<file path="src/rtl/fp24_pkg.sv">
// Shared fp24 definitions: format constants, the packed operand view and the
// operand class enumeration used by the FPU units and the iterative divider.
package fp24_pkg;

  localparam int WIDTH = 24;
  localparam int EXP_W = 8;
  localparam int MAN_W = 15;
  localparam int BIAS  = 127;

  localparam logic [EXP_W-1:0] EXP_MAX = '1;
  localparam logic [WIDTH-1:0] QNAN    = 24'h7FC000;

  typedef struct packed {
    logic             sign;
    logic [EXP_W-1:0] exp;
    logic [MAN_W-1:0] man;
  } fp24_t;

  typedef enum logic [1:0] {
    ZERO,
    NORMAL,
    INF,
    NAN
  } fp_class_e;

endpackage

</file>
<file path="src/rtl/fp_classify.sv">
// Combinational decode of one fp24 magnitude (sign excluded) into its class
// and its significand with the implicit leading one restored.
module fp_classify
  import fp24_pkg::*;
#(
  parameter int EXP_W = fp24_pkg::EXP_W,
  parameter int MAN_W = fp24_pkg::MAN_W
) (
  input  logic [EXP_W+MAN_W-1:0] x,
  output fp_class_e              cls,
  output logic [MAN_W:0]         sig
);

  logic [EXP_W-1:0] exp_f;
  logic [MAN_W-1:0] man_f;

  assign exp_f = x[EXP_W+MAN_W-1:MAN_W];
  assign man_f = x[MAN_W-1:0];
  assign sig   = {1'b1, man_f};

  // Denormals are flushed, so a zero exponent alone means zero.
  always_comb begin
    cls = NORMAL;
    if (exp_f == '0)
      cls = ZERO;
    else if (&exp_f)
      cls = (man_f != '0) ? NAN : INF;
  end

endmodule

</file>
<file path="src/rtl/fp_div.sv">
// Iterative fp24 divider (restoring, one quotient bit per cycle, truncating).
// Build option FP_DIV_EARLY_OUT_EN lets special operands skip DIVIDE/NORM.
module fp_div
  import fp24_pkg::*;
#(
  parameter int WIDTH = fp24_pkg::WIDTH,
  parameter int EXP_W = fp24_pkg::EXP_W,
  parameter int MAN_W = fp24_pkg::MAN_W,
  parameter int BIAS  = fp24_pkg::BIAS
) (
  input  logic             clk,
  input  logic             rst_n,
  input  logic             in_valid,
  output logic             in_ready,
  input  logic [WIDTH-1:0] a,
  input  logic [WIDTH-1:0] b,
  output logic             out_valid,
  input  logic             out_ready,
  output logic [WIDTH-1:0] result,
  output logic             flag_dz,
  output logic             flag_nv
);

  localparam logic [1:0] IDLE   = 2'd0;
  localparam logic [1:0] DIVIDE = 2'd1;
  localparam logic [1:0] NORM   = 2'd2;
  localparam logic [1:0] DONE   = 2'd3;

  localparam int QW = MAN_W + 2;
  localparam int CW = $clog2(QW);
  localparam logic [CW-1:0] LAST = CW'(QW - 1);

  localparam logic signed [EXP_W+1:0] BIAS_S  = (EXP_W+2)'(BIAS);
  localparam logic signed [EXP_W+1:0] EXP_TOP = {2'b00, {EXP_W{1'b1}}};
  localparam logic signed [EXP_W+1:0] ONE_S   = {{(EXP_W+1){1'b0}}, 1'b1};

  // Normalize the raw quotient, truncate to MAN_W bits and saturate the exponent.
  function automatic logic [WIDTH-1:0] pack_norm(input logic s,
                                                 input logic signed [EXP_W+1:0] e,
                                                 input logic [QW-1:0] q);
    logic signed [EXP_W+1:0] e_n;
    logic [MAN_W-1:0]        m;
    if (q[QW-1]) begin
      e_n = e;
      m   = q[MAN_W:1];
    end else begin
      e_n = e - ONE_S;
      m   = q[MAN_W-1:0];
    end
    if (e_n >= EXP_TOP)
      pack_norm = {s, {EXP_W{1'b1}}, {MAN_W{1'b0}}};
    else if (e_n[EXP_W+1] || e_n == '0)
      pack_norm = {s, {(WIDTH-1){1'b0}}};
    else
      pack_norm = {s, e_n[EXP_W-1:0], m};
  endfunction

  logic [1:0]    state;
  logic [CW-1:0] cnt;
  logic          special_r;

  logic                    sign_r;
  logic signed [EXP_W+1:0] exp_r;
  logic [MAN_W:0]          mb_r;
  logic [MAN_W+1:0]        rem_r;
  logic [QW-1:0]           quo_r;
  logic [WIDTH-1:0]        spec_res_r;

  fp_class_e      cls_a, cls_b;
  logic [MAN_W:0] sig_a, sig_b;

  fp_classify #(.EXP_W(EXP_W), .MAN_W(MAN_W)) u_cls_a (
    .x   (a[WIDTH-2:0]),
    .cls (cls_a),
    .sig (sig_a)
  );

  fp_classify #(.EXP_W(EXP_W), .MAN_W(MAN_W)) u_cls_b (
    .x   (b[WIDTH-2:0]),
    .cls (cls_b),
    .sig (sig_b)
  );

  logic                    sign_in;
  logic signed [EXP_W+1:0] exp_in;
  logic                    nv_in, dz_in, special_in;
  logic [WIDTH-1:0]        spec_res_in;

  assign sign_in = a[WIDTH-1] ^ b[WIDTH-1];
  assign exp_in  = $signed({2'b00, a[WIDTH-2:MAN_W]}) - $signed({2'b00, b[WIDTH-2:MAN_W]}) + BIAS_S;

  always_comb begin
    nv_in       = (cls_a == NAN) || (cls_b == NAN) ||
                  (cls_a == ZERO && cls_b == ZERO) || (cls_a == INF && cls_b == INF);
    dz_in       = (cls_a == NORMAL) && (cls_b == ZERO);
    special_in  = (cls_a != NORMAL) || (cls_b != NORMAL);
    spec_res_in = {sign_in, {(WIDTH-1){1'b0}}};
    if (nv_in)
      spec_res_in = QNAN[WIDTH-1:0];
    else if (cls_a == INF || cls_b == ZERO)
      spec_res_in = {sign_in, {EXP_W{1'b1}}, {MAN_W{1'b0}}};
  end

  // Restoring step: the divisor fits below 2^(MAN_W+1), so the difference does too.
  logic             q_bit;
  logic [MAN_W:0]   diff;
  logic [MAN_W:0]   rem_sel;

  assign q_bit   = rem_r >= {1'b0, mb_r};
  assign diff    = rem_r[MAN_W:0] - mb_r;
  assign rem_sel = q_bit ? diff : rem_r[MAN_W:0];

  assign in_ready  = (state == IDLE);
  assign out_valid = (state == DONE);

  always_ff @(posedge clk or negedge rst_n) begin
    if (!rst_n) begin
      state     <= IDLE;
      cnt       <= '0;
      special_r <= 1'b0;
      result    <= '0;
      flag_dz   <= 1'b0;
      flag_nv   <= 1'b0;
    end else begin
      case (state)
        IDLE: begin
          if (in_valid) begin
            flag_dz   <= dz_in;
            flag_nv   <= nv_in;
            special_r <= special_in;
            cnt       <= '0;
`ifdef FP_DIV_EARLY_OUT_EN
            if (special_in) begin
              result <= spec_res_in;
              state  <= DONE;
            end else begin
              state  <= DIVIDE;
            end
`else
            state     <= DIVIDE;
`endif
          end
        end
        DIVIDE: begin
          cnt <= cnt + 1'b1;
          if (cnt == LAST)
            state <= NORM;
        end
        NORM: begin
          result <= special_r ? spec_res_r : pack_norm(sign_r, exp_r, quo_r);
          state  <= DONE;
        end
        DONE: begin
          if (out_ready)
            state <= IDLE;
        end
        default: state <= IDLE;
      endcase
    end
  end

  // Datapath registers carry no reset; they are always loaded on accept.
  always_ff @(posedge clk) begin
    if (state == IDLE && in_valid) begin
      sign_r     <= sign_in;
      exp_r      <= exp_in;
      mb_r       <= sig_b;
      rem_r      <= {1'b0, sig_a};
      quo_r      <= '0;
      spec_res_r <= spec_res_in;
    end else if (state == DIVIDE) begin
      rem_r <= {rem_sel, 1'b0};
      quo_r <= {quo_r[QW-2:0], q_bit};
    end
  end

endmodule

</file>
<file path="config.mk">
export PLATFORM = sky130hd
export DESIGN_NAME = fp_div
export DESIGN_NICKNAME = d
export VERILOG_FILES = /design/src/rtl/fp24_pkg.sv /design/src/rtl/fp_classify.sv /design/src/rtl/fp_div.sv
export SDC_FILE = /design/constraint.sdc
export NUM_CORES = 1
export LEC_CHECK = 0
export CAP_MARGIN = 0
export CORE_ASPECT_RATIO = 0.6
export CORE_MARGIN = 10
export CORE_UTILIZATION = 58
export CTS_BUF_LIST = sky130_fd_sc_hd__clkbuf_2
export DETAILED_ROUTE_END_ITERATION = 10
export HOLD_SLACK_MARGIN = 0.15
export MAX_ROUTING_LAYER = met4
export PLACE_DENSITY_LB_ADDON = 0.08
export SLEW_MARGIN = 40
export SYNTH_ARGS = -nofsm -noshare
export SYNTH_HDL_FRONTEND = slang
export SYNTH_HIERARCHICAL = 1
export SYNTH_SLANG_ARGS = --single-unit
</file>
<file path="constraint.sdc">
create_clock -name clk -period 3.4 [get_ports clk]
set_clock_uncertainty 0.1 [all_clocks]
set_input_delay 0.85 -clock clk [delete_from_list [all_inputs] [get_ports clk]]
set_output_delay 0.85 -clock clk [all_outputs]
set_load 0.01 [all_outputs]
</file>
==> out/metrics.cfg, run 1 <==
[yosys]
ys.flop_type = edfxtp_1
ys_seq_area_frac = 0.410
yosys_warnings = 6
synth-edff-count = 46
synthXorXnorAreaFrac = 0.0401
synth_top_family_by_area = simple AND/OR/NAND/NOR gates
synth-async-reset-ratio = 0.347
synth.distinct_cells = 70
synth-compound-area-share = 0.161
synth_nets = 751
synth-adder-area-share = 0.0696
synthMuxAreaShare = 0.0633
synthesis.area_sq_mm = 0.00633
synthSimpleGateAreaFrac = 0.164
ys_ff_latch = 98
netlist_instances = 665
syn_avg_cell_area_sq_um = 9.52

[die]
core_area_sq_mm = 0.0106
row_count = 29
die_w_microns = 155
ioPinCount = 80
dieArea_sq_mm = 0.0156
die_y_microns = 101
initial_core_util = 0.597

[layout]
syn_to_final_growth_pct = 17.2
diodes = 0
multi_input_area_sq_mm = 0.00316
drive_gt1_frac = 0.102
nets = 826
final_util = 0.700
register_area_sq_mm = 0.00259
fillCellCount = 792

[placed_design]
hpwl_mm = 12.7
routabilityCongestion = 0.945
placement.io_buffers = 79
pre_cts_ws_ps = -355

[clock_network]
ctsResizeCount = 0
hold_buffers = 0
post_cts.repair.setup_buffers = 0
htreeDepth = 3
clockBufferDepth = 2
clk_latency_ps = 620
cts.sinks = 98
clk_pin_slew_worst_paths_ps = 290
cts_tree = done
cts-root-buf = clkbuf_2
cts_buffers = 9

[drt]
wl_per_cell_microns = 18.3
route.detailed.drc = 0
wirelength_mm = 16.2
drtPass1Iterations = 5
vias = 5265
first_iter_violations = 568
via_per_inst = 5.96
drtAntennaViolNets = 0

[sta]
fmax_mhz = 327
worst_slack_ps = 339
layout_min_cycle_time_ps = 3060
setup_tns_ps = 0
slew_violations = 0
worst_slew_pin_slew_ps = 616
finalSetupViolations = 0
rsz0062_at_grt = no
final.period_utilization = 0.900
relSlewSlack = 0.583
finalHoldViolCount = 0
whs_ps = 438

[worst_setup_path]
ff2ff_path_depth = 8
crit_arrival_ps = 3380
required_ps = 3710
crit_type = in -> reg
endpoint_kind = flop
cp_max_fo = 5
critPathLaunchType = primary input

[run_status]
status = complete, no violations

[job]
drv_cap = 0

[grt]
antenna_found_initial = 0
grt_use_total = 0.212
overflow = 0
grt_pass1_vias = 5004
grt_max_degree = 35
grt_pass1_wl_mm = 26.2

[power_and_ir_drop]
p_per_area_mw_per_mm2 = 772
vdd_ir_drop_max_uv = 411
power_mw = 5.73
p_leak_nw = 3.01

[hold_path]
min_path_cells = 2
hold_class = reg -> reg

critical path: stages:
cell	delay [ps]
clkdlybuf4s50_1	500
ha_1	180
inv_1	50
fa_1	450
a21o_1	220
a211oi_1	240
a21oi_1	80
a2111oi_0	400
buf_4	190
a22oi_1	70
xor2_1	150
state kept, by name, summed over array words and instances, names as in the netlist, 2 cells and up:
signal / cells
result: 24
state: 2
mb_r: 16
exp_r: 10
quo_r: 17
spec_res_r: 3
cnt: 5
rem_r: 17
area by class of cell:
type / instances / area share
sequential: 98 / 0.349
clock buffer: 9 / 0.00607
multi-input combinational: 448 / 0.426
timing repair buffer: 119 / 0.150
inverter: 64 / 0.0324
clock inverter: 7 / 0.0125
tap: 139 / 0.0234
stage by stage:
step / cell area, sq um / std cells
after floorplan: 6330 / 665
after global placement: 7280 / 868
after detailed placement: 7280 / 868
after CTS: 7420 / 884
after global routing: 7420 / 884
final: 7420 / 884
cell usage after synthesis, types with 3 or more instances:
| cell | n | share of area |
|---|---|---|
| buf_4 | 32 | 0.038 |
| ha_1 | 32 | 0.063 |
| or4_4 | 3 | 0.0053 |
| inv_1 | 64 | 0.038 |
| dfrtp_1 | 34 | 0.13 |
| nand4_1 | 11 | 0.011 |
| dfxtp_1 | 18 | 0.057 |
| nor3_1 | 9 | 0.0071 |
| o22ai_1 | 15 | 0.015 |
| o21a_1 | 6 | 0.0071 |
| nor4_2 | 3 | 0.0059 |
| or2_2 | 7 | 0.0069 |
| a21oi_1 | 31 | 0.025 |
| o41ai_1 | 3 | 0.0042 |
| clkbuf_1 | 16 | 0.0095 |
| edfxtp_1 | 46 | 0.22 |
| nand3_1 | 14 | 0.011 |
| a21boi_0 | 3 | 0.0036 |
| nor2_1 | 61 | 0.036 |
| nor2b_1 | 5 | 0.0049 |
| a21o_1 | 9 | 0.011 |
| or3_1 | 7 | 0.0069 |
| and3_1 | 6 | 0.0059 |
| a211oi_1 | 5 | 0.0059 |
| mux2i_1 | 40 | 0.063 |
| nor4_1 | 3 | 0.0030 |
| o221ai_1 | 10 | 0.014 |
| buf_1 | 4 | 0.0024 |
| or4_1 | 9 | 0.011 |
| nor4b_1 | 4 | 0.0055 |
| o21ai_0 | 31 | 0.025 |
| a211o_1 | 3 | 0.0042 |
| nand2_1 | 24 | 0.014 |
| xor2_1 | 11 | 0.015 |
| xnor2_1 | 18 | 0.025 |
| a31oi_1 | 9 | 0.0089 |
| o2111ai_1 | 3 | 0.0042 |
| nand2b_1 | 11 | 0.011 |
layout by cell type, fill, tap and decap left out, drive strengths merged, types with 5 or more instances in the layout:
cell type	Yosys	final
clkdlybuf4s50	0	79
ha	32	32
a211oi	5	5
a31oi	9	9
o21a	6	6
nor2	61	61
mux2i	40	40
nand2b	11	11
clkbuf	16	9
o22ai	15	15
edfxtp	46	46
o21ai	31	31
buf	39	40
xnor2	18	18
or4	12	12
nand2	24	24
inv	64	69
and3	6	6
nand3	14	14
dfxtp	18	18
o221ai	10	10
nor4	6	6
a21oi	31	31
dfrtp	34	34
xor2	11	11
or2	8	8
nor2b	5	5
a21o	9	9
or3	8	8
nor3	9	9
nand4	11	11
cell families after synthesis:
logic type      after synthesis
mux                          40
simple gates                191
compound gates              152
flops                        98
xor+xnor                     29
fa+ha+maj                    34
other cells                   2
buf+inv                     119
power by group:
part | internal (mW) | switching (mW)
combinational | 1.36 | 1.78
clock | 0.195 | 0.464
sequential | 1.70 | 0.230
total | 3.26 | 2.47
metal layers:
layer,up-vias,GRT usage,routed length [microns]
met5,-,-,0
met3,16,0.0631,1460
met2,225,0.277,6530
li1,2537,-,-
met4,0,0.0376,119
met1,2487,0.313,8060
final timing paths:
kind	end	slack [ps]	startpoint
worst max-delay path	exp_r[8]	340	b[15]
worst min-delay path	result[14]	440	spec_res_r[14]
worst max register to register	result[12]	380	exp_r[1]
worst min register to register	result[14]	440	spec_res_r[14]
max in group asynchronous	flag_dz	2380	rst_n
min in group asynchronous	special_r	480	rst_n
(Power assumes the default switching activity.)
==> run 2, diff against run 1 <==
Settings changed: SLEW_MARGIN 40 to 20.
==> results of run 2 <==
No change in the layout: final DEF, timing and power equal those of run 1.
